## src/rtl/rc5_key_expand_if.sv

```systemverilog
// rc5_key_expand_if: key-load and subkey-read bus between the RC5 core and its key-schedule engine.
interface rc5_key_expand_if #(
    parameter int WORD_SIZE = 32,
    parameter int KEY_BYTES = 16
);
    logic [8*KEY_BYTES-1:0] key_in;
    logic                   start;
    logic                   busy;
    logic                   key_valid;
    logic [4:0]             skey_addr;
    logic [WORD_SIZE-1:0]   skey_data;
    modport master (output key_in, start, skey_addr, input busy, key_valid, skey_data);
    modport slave  (input key_in, start, skey_addr, output busy, key_valid, skey_data);
endinterface

```

## src/rtl/rc5_key_expand.sv

```systemverilog
// rc5_key_expand: RC5-32 key schedule, expands the secret key into subkey table S[0..T-1].
module rc5_key_expand #(
    parameter int WORD_SIZE  = 32,
    parameter int NUM_ROUNDS = 12,
    parameter int KEY_BYTES  = 16
) (
    input logic              clk,
    input logic              rst,
    rc5_key_expand_if.slave  bus
);
    localparam int T  = 2*NUM_ROUNDS + 2;
    localparam int C  = KEY_BYTES / 4;
    localparam int N  = 3 * (T > C ? T : C);
    localparam int IW = $clog2(T);
    localparam int JW = C > 1 ? $clog2(C) : 1;
    localparam int CW = $clog2(N);
    localparam int SW = $clog2(WORD_SIZE);
    localparam logic [WORD_SIZE-1:0] P = 32'hB7E15163;
    localparam logic [WORD_SIZE-1:0] Q = 32'h9E3779B9;

    typedef enum logic [2:0] {IDLE, LOAD, INIT, MIX, DONE} state_t;

    state_t                r_state, w_next;
    logic [WORD_SIZE-1:0]  r_s [T];
    logic [WORD_SIZE-1:0]  r_l [C];
    logic [WORD_SIZE-1:0]  r_a, r_b, r_dout;
    logic [IW-1:0]         r_i;
    logic [JW-1:0]         r_j;
    logic [CW-1:0]         r_cnt;
    logic                  r_busy, r_valid;
    logic                  w_load;
    logic [WORD_SIZE-1:0]  w_init, w_sa, w_a, w_ab, w_b;

    // Rotating a doubled word keeps a zero amount free of any shift-by-width term.
    function automatic logic [WORD_SIZE-1:0] rol(input logic [WORD_SIZE-1:0] x, input logic [SW-1:0] sh);
        logic [2*WORD_SIZE-1:0] d;
        d = {x, x} << sh;
        return d[2*WORD_SIZE-1:WORD_SIZE];
    endfunction

    assign w_load = bus.start && (r_state == IDLE || r_state == DONE);
    assign w_init = r_i == '0 ? P : r_s[r_i - IW'(1)] + Q;
    assign w_sa   = r_s[r_i] + r_a + r_b;
    assign w_a    = rol(w_sa, SW'(3));
    assign w_ab   = w_a + r_b;
    assign w_b    = rol(r_l[r_j] + w_ab, w_ab[SW-1:0]);

    always_comb begin
        w_next = r_state;
        case (r_state)
            IDLE, DONE: w_next = bus.start ? LOAD : r_state;
            LOAD:       w_next = INIT;
            INIT:       w_next = r_i == IW'(T-1) ? MIX : INIT;
            MIX:        w_next = r_cnt == CW'(N-1) ? DONE : MIX;
            default:    w_next = IDLE;
        endcase
    end

    always_ff @(posedge clk or posedge rst) begin
        if (rst) begin
            r_state <= IDLE;
            r_a     <= '0;
            r_b     <= '0;
            r_i     <= '0;
            r_j     <= '0;
            r_cnt   <= '0;
            r_busy  <= 1'b0;
            r_valid <= 1'b0;
            r_dout  <= '0;
        end else begin
            r_state <= w_next;
            r_busy  <= w_next != IDLE && !(r_state == DONE && w_next == DONE);
            r_valid <= r_state == DONE && w_next == DONE;
            r_dout  <= bus.skey_addr < 5'(T) ? r_s[IW'(bus.skey_addr)] : '0;
            if (r_state == LOAD) begin
                r_a   <= '0;
                r_b   <= '0;
                r_i   <= '0;
                r_j   <= '0;
                r_cnt <= '0;
            end else if (r_state == INIT) begin
                r_i <= r_i == IW'(T-1) ? '0 : r_i + IW'(1);
            end else if (r_state == MIX) begin
                r_a   <= w_a;
                r_b   <= w_b;
                r_i   <= r_i == IW'(T-1) ? '0 : r_i + IW'(1);
                r_j   <= r_j == JW'(C-1) ? '0 : r_j + JW'(1);
                r_cnt <= r_cnt + CW'(1);
            end
        end
    end

    // Table storage carries no reset; every run rebuilds it from scratch.
    always_ff @(posedge clk) begin
        if (r_state == INIT)
            r_s[r_i] <= w_init;
        else if (r_state == MIX)
            r_s[r_i] <= w_a;
        if (w_load)
            for (int k = 0; k < C; k++) r_l[k] <= bus.key_in[WORD_SIZE*k +: WORD_SIZE];
        else if (r_state == MIX)
            r_l[r_j] <= w_b;
    end

    assign bus.busy      = r_busy;
    assign bus.key_valid = r_valid;
    assign bus.skey_data = r_dout;
endmodule

```

## src/flat_wrapper.sv

```systemverilog
// flat-port wrapper written by rule: the top's interface ports become plain ports
module rc5_key_expand_flat 
#(
    parameter int WORD_SIZE  = 32,
    parameter int NUM_ROUNDS = 12,
    parameter int KEY_BYTES  = 16
)
  (clk, rst, bus_key_in, bus_start, bus_skey_addr, bus_busy, bus_key_valid, bus_skey_data);
  rc5_key_expand_if #(.WORD_SIZE(WORD_SIZE), .KEY_BYTES(KEY_BYTES)) bus_i ();
  input logic clk;
  input logic rst;
  input wire logic [$bits(bus_i.key_in)-1:0] bus_key_in;
  input wire logic [$bits(bus_i.start)-1:0] bus_start;
  input wire logic [$bits(bus_i.skey_addr)-1:0] bus_skey_addr;
  output wire logic [$bits(bus_i.busy)-1:0] bus_busy;
  output wire logic [$bits(bus_i.key_valid)-1:0] bus_key_valid;
  output wire logic [$bits(bus_i.skey_data)-1:0] bus_skey_data;
  assign bus_i.key_in = bus_key_in;
  assign bus_i.start = bus_start;
  assign bus_i.skey_addr = bus_skey_addr;
  assign bus_busy = bus_i.busy;
  assign bus_key_valid = bus_i.key_valid;
  assign bus_skey_data = bus_i.skey_data;
  rc5_key_expand #(.WORD_SIZE(WORD_SIZE), .NUM_ROUNDS(NUM_ROUNDS), .KEY_BYTES(KEY_BYTES)) u_core (.clk(clk), .rst(rst), .bus(bus_i));
endmodule
```

## config.mk

```make
export PLATFORM = sky130hd
export DESIGN_NAME = rc5_key_expand_flat
export DESIGN_NICKNAME = d
export VERILOG_FILES = /design/src/rtl/rc5_key_expand_if.sv /design/src/rtl/rc5_key_expand.sv /design/src/flat_wrapper.sv
export SDC_FILE = /design/constraint.sdc
export NUM_CORES = 2
export LEC_CHECK = 0
export BUFFER_PORTS_ARGS = -buffer_cell sky130_fd_sc_hd__buf_2
export CAP_MARGIN = 40
export CORE_AREA = 4 4 258 449
export CTS_CLUSTER_SIZE = 10
export DETAILED_ROUTE_END_ITERATION = 10
export DIE_AREA = 0 0 262 453
export PLACE_DENSITY = 0.78
export SLEW_MARGIN = 10
export SYNTH_ARGS = -nofsm -noshare
export SYNTH_HDL_FRONTEND = slang
export SYNTH_SLANG_ARGS = --single-unit
```

## constraint.sdc

```tcl
create_clock -name clk -period 12.4 [get_ports clk]
set_input_delay 0.62 -clock clk [delete_from_list [all_inputs] [get_ports clk]]
set_output_delay 0.62 -clock clk [all_outputs]
set_load 0.05 [all_outputs]
```

==> qor.csv <==
stage,metric,value,unit
clocking,clk root buf,clkbuf_16,
yosys,Async SR Flop Fraction,0.1070,
timing,Slew Limit Fails,0,
setup_path,Critical Path Source,u_core.r_i[0]$_DFFE_PP0P_,
timing,f_max,82.80,MHz
global_route,first-pass GRT wire length,352200,um
routing,Via density,7.822,
floorplanning,Ports,170,
cells_and_area,Post-Layout Inst Area,0.07231,mm^2
floorplanning,DIE AREA,0.1187,mm^2
worst_hold_path,min-delay worst type,in2reg,
global_route,antenna violations before repair,10,
yosys,register area share after synthesis,0.4918,
yosys,largest cells by area after synthesis,"edfxtp_1 (45%), mux4_2 (22%), dfrtp_1 (4.5%)",
setup_path,critical-path cell with the highest stage delay,mux4_2,
global_route,Congestion Overflow GR,0,
setup_path,Reg2Reg Depth,44,
timing,RSZ-0062 raised after global routing,no,
setup_path,FF-to-FF End,u_core.r_l[0][23]$_DFFE_PP_,
place,RD Place Congestion,1.053,
timing,"Period Utilization, post-route",0.9740,
yosys,most common cell in the synthesized netlist,edfxtp_1,
setup_path,crit-path max FO,21,
power_and_ir_drop,Static Leak,24.97,nW
yosys,mapped cell area,0.06447,mm^2
yosys,synth warn,0,
yosys,synth cell count leaders,"edfxtp_1 (960), mux4_2 (629), nand2_1 (383)",
routing,# DRC,0,
setup_path,Startpoint Class,register,
timing,Setup Skew,55.69,ps
setup_path,Crit. path cell count,44,
setup_path,Most Frequent Cell on Critical Path,o21ai_0,
power_and_ir_drop,peak supply drop,0.1150,mV
routing,Routed Antenna Nets,0,
global_route,overall routing resource usage,0.4187,
cells_and_area,fillers,7788,
clocking,Num CTS Buffers,117,
yosys,Main synth FF type,edfxtp_1,
clocking,# H-tree levels,3,
power_and_ir_drop,total power,0.007497,W
floorplanning,Initial Util,0.5737,
cells_and_area,layout cell share with drive strength beyond 1,0.2890,
place,post-DP HPWL,161900,um
setup_path,Required @ worst endpoint,12890,ps
timing,"Hold Vio Cnt, Final",0,
routing,WL per Instance,38.87,um
setup_path,critical path class,reg2reg,
timing,TNS Setup,0,ps
place,PortBufs,169,
setup_path,max incr delay on CP,570,ps
timing,Worst Tran Pin Value,924.3,ps
timing,Worst slew margin,0.3661,
setup_path,R2R Path Start,u_core.r_i[0]$_DFFE_PP0P_,
power_and_ir_drop,PD cells,103.7,mW/mm^2
yosys,Yosys reg bits,1075,
setup_path,"delay-heaviest family, CP",compound AO/OA/AOI/OAI gates,
floorplanning,die height,453,um
setup_path,worst setup path end,u_core.r_l[0][23]$_DFFE_PP_,
floorplanning,Die Wd,262,um
run_status,status,completed,
setup_path,crit end category,register,
floorplanning,Site Rows,163,
floorplanning,core box area,0.1124,mm^2
place,placed cell areas,0.06868,mm^2
yosys,Post-synth EDFFs,960,
yosys,synth unique cells,92,
cells_and_area,Layout area overhead,12.16,%
global_route,vias in the first global route,50680,
yosys,synthesized instance count,4559,
clocking,Clock Tree Buf Depth,3,
clocking,clk slew on worst S/H paths,60,ps
yosys,post-synth top area share,0.4472,
timing,Final setup viols,0,
timing,Final min period,12080,ps
yosys,Post-Synthesis Net Count,4830,
cells_and_area,Layout Nets,5061,
setup_path,sum of buffers and inverters on the critical path,6,
routing,Pre-antenna DRT Iters,9,
clocking,clk sinks,1075,
routing,DRT Wirelength,248100,um
run,Max-Cap Viols,0,
setup_path,Crit path arrival time,12560,ps
yosys,average cell area after synthesis,14.14,um^2
clocking,Skew-Pair Late Insertion Delay,790,ps
routing,vias,49930,
setup_path,FF-to-FF setup slack,320,ps
clocking,CTS tree,yes,
yosys,"area leader, netlist",edfxtp_1,
global_route,largest net degree at the start of global routing,107,
routing,Initial DRC Count,7914,
-- stage by stage --
| stage | std cells | utilization | setup WS [ps] | hold slack [ps] |
|---|---|---|---|---|
| after floorplan | 4559 | - | 439.7 | 449.8 |
| after global placement | 6122 | 0.6074 | 527.1 | 490.9 |
| after detailed placement | 6142 | 0.6112 | 501.6 | 496.9 |
| after CTS | 6362 | 0.6419 | 249.9 | 81.26 |
| after global routing | 6377 | 0.6433 | 76.92 | 106.6 |
| final | 6384 | 0.6434 | 322.3 | 107.0 |
-- report_power, final --
group / internal (W) / leakage [nW] / switching, W / total, W
sequential: 0.00390 / 10.1 / 0.00000440 / 0.00391
clock: 0.00179 / 1.62 / 0.00149 / 0.00327
combinational: 0.000123 / 13.3 / 0.000192 / 0.000315
-- metal layers --
layer	track usage	wire, um
met4	0.4198	33360
met5	0	24
met2	0.6554	115000
met3	0.1379	32910
met1	0.4284	66890
-- worst min-delay path by stage --
stage                                    from                        endpoint  slack [ps]  cells past startpoint
finish                              bus_start  u_core.bus.key_valid$_DFF_PP0_         110                      2
detailed placement  u_core.r_a[1]$_DFFE_PP0P_       u_core.r_a[1]$_DFFE_PP0P_         500                      1
global placement    u_core.r_a[4]$_DFFE_PP0P_       u_core.r_a[4]$_DFFE_PP0P_         490                      1
CTS                            bus_key_in[12]     u_core.r_l[0][12]$_DFFE_PP_          80                      3
global route                   bus_key_in[12]     u_core.r_l[0][12]$_DFFE_PP_         110                      3
floorplan           u_core.r_a[5]$_DFFE_PP0P_       u_core.r_a[5]$_DFFE_PP0P_         450                      2
-- cells in the final DEF, fill, tap and decap left out, types with 18 or more instances in the layout --
cell	Yosys	final
and3_1	19	19
a311oi_1	18	18
o21a_1	25	25
edfxtp_1	960	960
o31ai_1	18	18
buf_4	15	249
a21oi_1	214	213
xnor2_1	70	65
nand2_1	383	380
buf_12	0	21
a21o_1	57	57
o221ai_1	43	43
o21ai_1	15	29
mux4_2	629	629
xor2_1	33	30
a22oi_1	49	49
a211oi_1	45	45
a22o_1	30	30
o21ai_0	207	192
nor2b_1	33	31
a31oi_1	48	48
mux2_2	103	103
nand4_1	19	19
o211ai_1	49	49
nor2_4	0	28
buf_2	46	166
clkbuf_16	0	118
nand3_1	59	59
inv_1	61	59
dfrtp_1	115	108
a2bb2oi_1	22	22
mux2i_1	189	189
fa_1	34	33
o21bai_1	19	19
nor2_1	217	189
and2_1	23	23
ha_1	101	100
nand2b_1	24	22
nor3_1	51	47
clkbuf_1	231	94
-- cell type report --
| cell class | count | area (um^2) | share of cell area |
|---|---|---|---|
| sequential | 1075 | 31720 | 0.4388 |
| multi-input combinational | 3077 | 31490 | 0.4355 |
| timing repair buffer | 454 | 3516 | 0.04863 |
| clock buffer | 212 | 3306 | 0.04572 |
| tap | 1485 | 1858 | 0.02570 |
| inverter | 65 | 249.0 | 0.003444 |
| clock inverter | 7 | 142.6 | 0.001973 |
| antenna | 9 | 22.52 | 0.0003115 |
-- kinds of logic after synthesis --
kind of cell / Yosys count / synth area share
compound gates: 1031 / 0.1088
fa+ha+maj: 135 / 0.03016
simple gates: 881 / 0.06081
xor+xnor: 104 / 0.01442
flops: 1075 / 0.4918
buf+inv: 407 / 0.02546
mux: 926 / 0.2685
-- worst register-to-register path, delay by kind of cell, from the launching register on --
family / cells / cell delay (ps)
compound gates: 24 / 5710
xor+xnor: 1 / 130
fa+ha+maj: 4 / 1680
buf+inv: 6 / 1450
flops: 1 / 560
mux: 1 / 570
simple gates: 8 / 1720
-- sequential cells by signal (all words and copies together), names as in the netlist --
register,count
u_core.r_i,5
u_core.bus.busy,1
u_core.r_b,32
u_core.r_l,128
u_core.r_s,832
u_core.bus.key_valid,1
u_core.r_j,2
u_core.r_a,32
u_core.r_state,3
u_core.r_cnt,7
u_core.bus.skey_data,32
-- what timing repair did --
| item | CTS | global route |
|---|---|---|
| resized for setup | 0 | 3 |
| setup endpoints to repair | 0 | 40 |
| hold endpoints to repair | 2 | 0 |
| setup buffers | 0 | 5 |
| hold buffers | 1 | 0 |
Note: power is estimated with default switching activity, not from simulation.
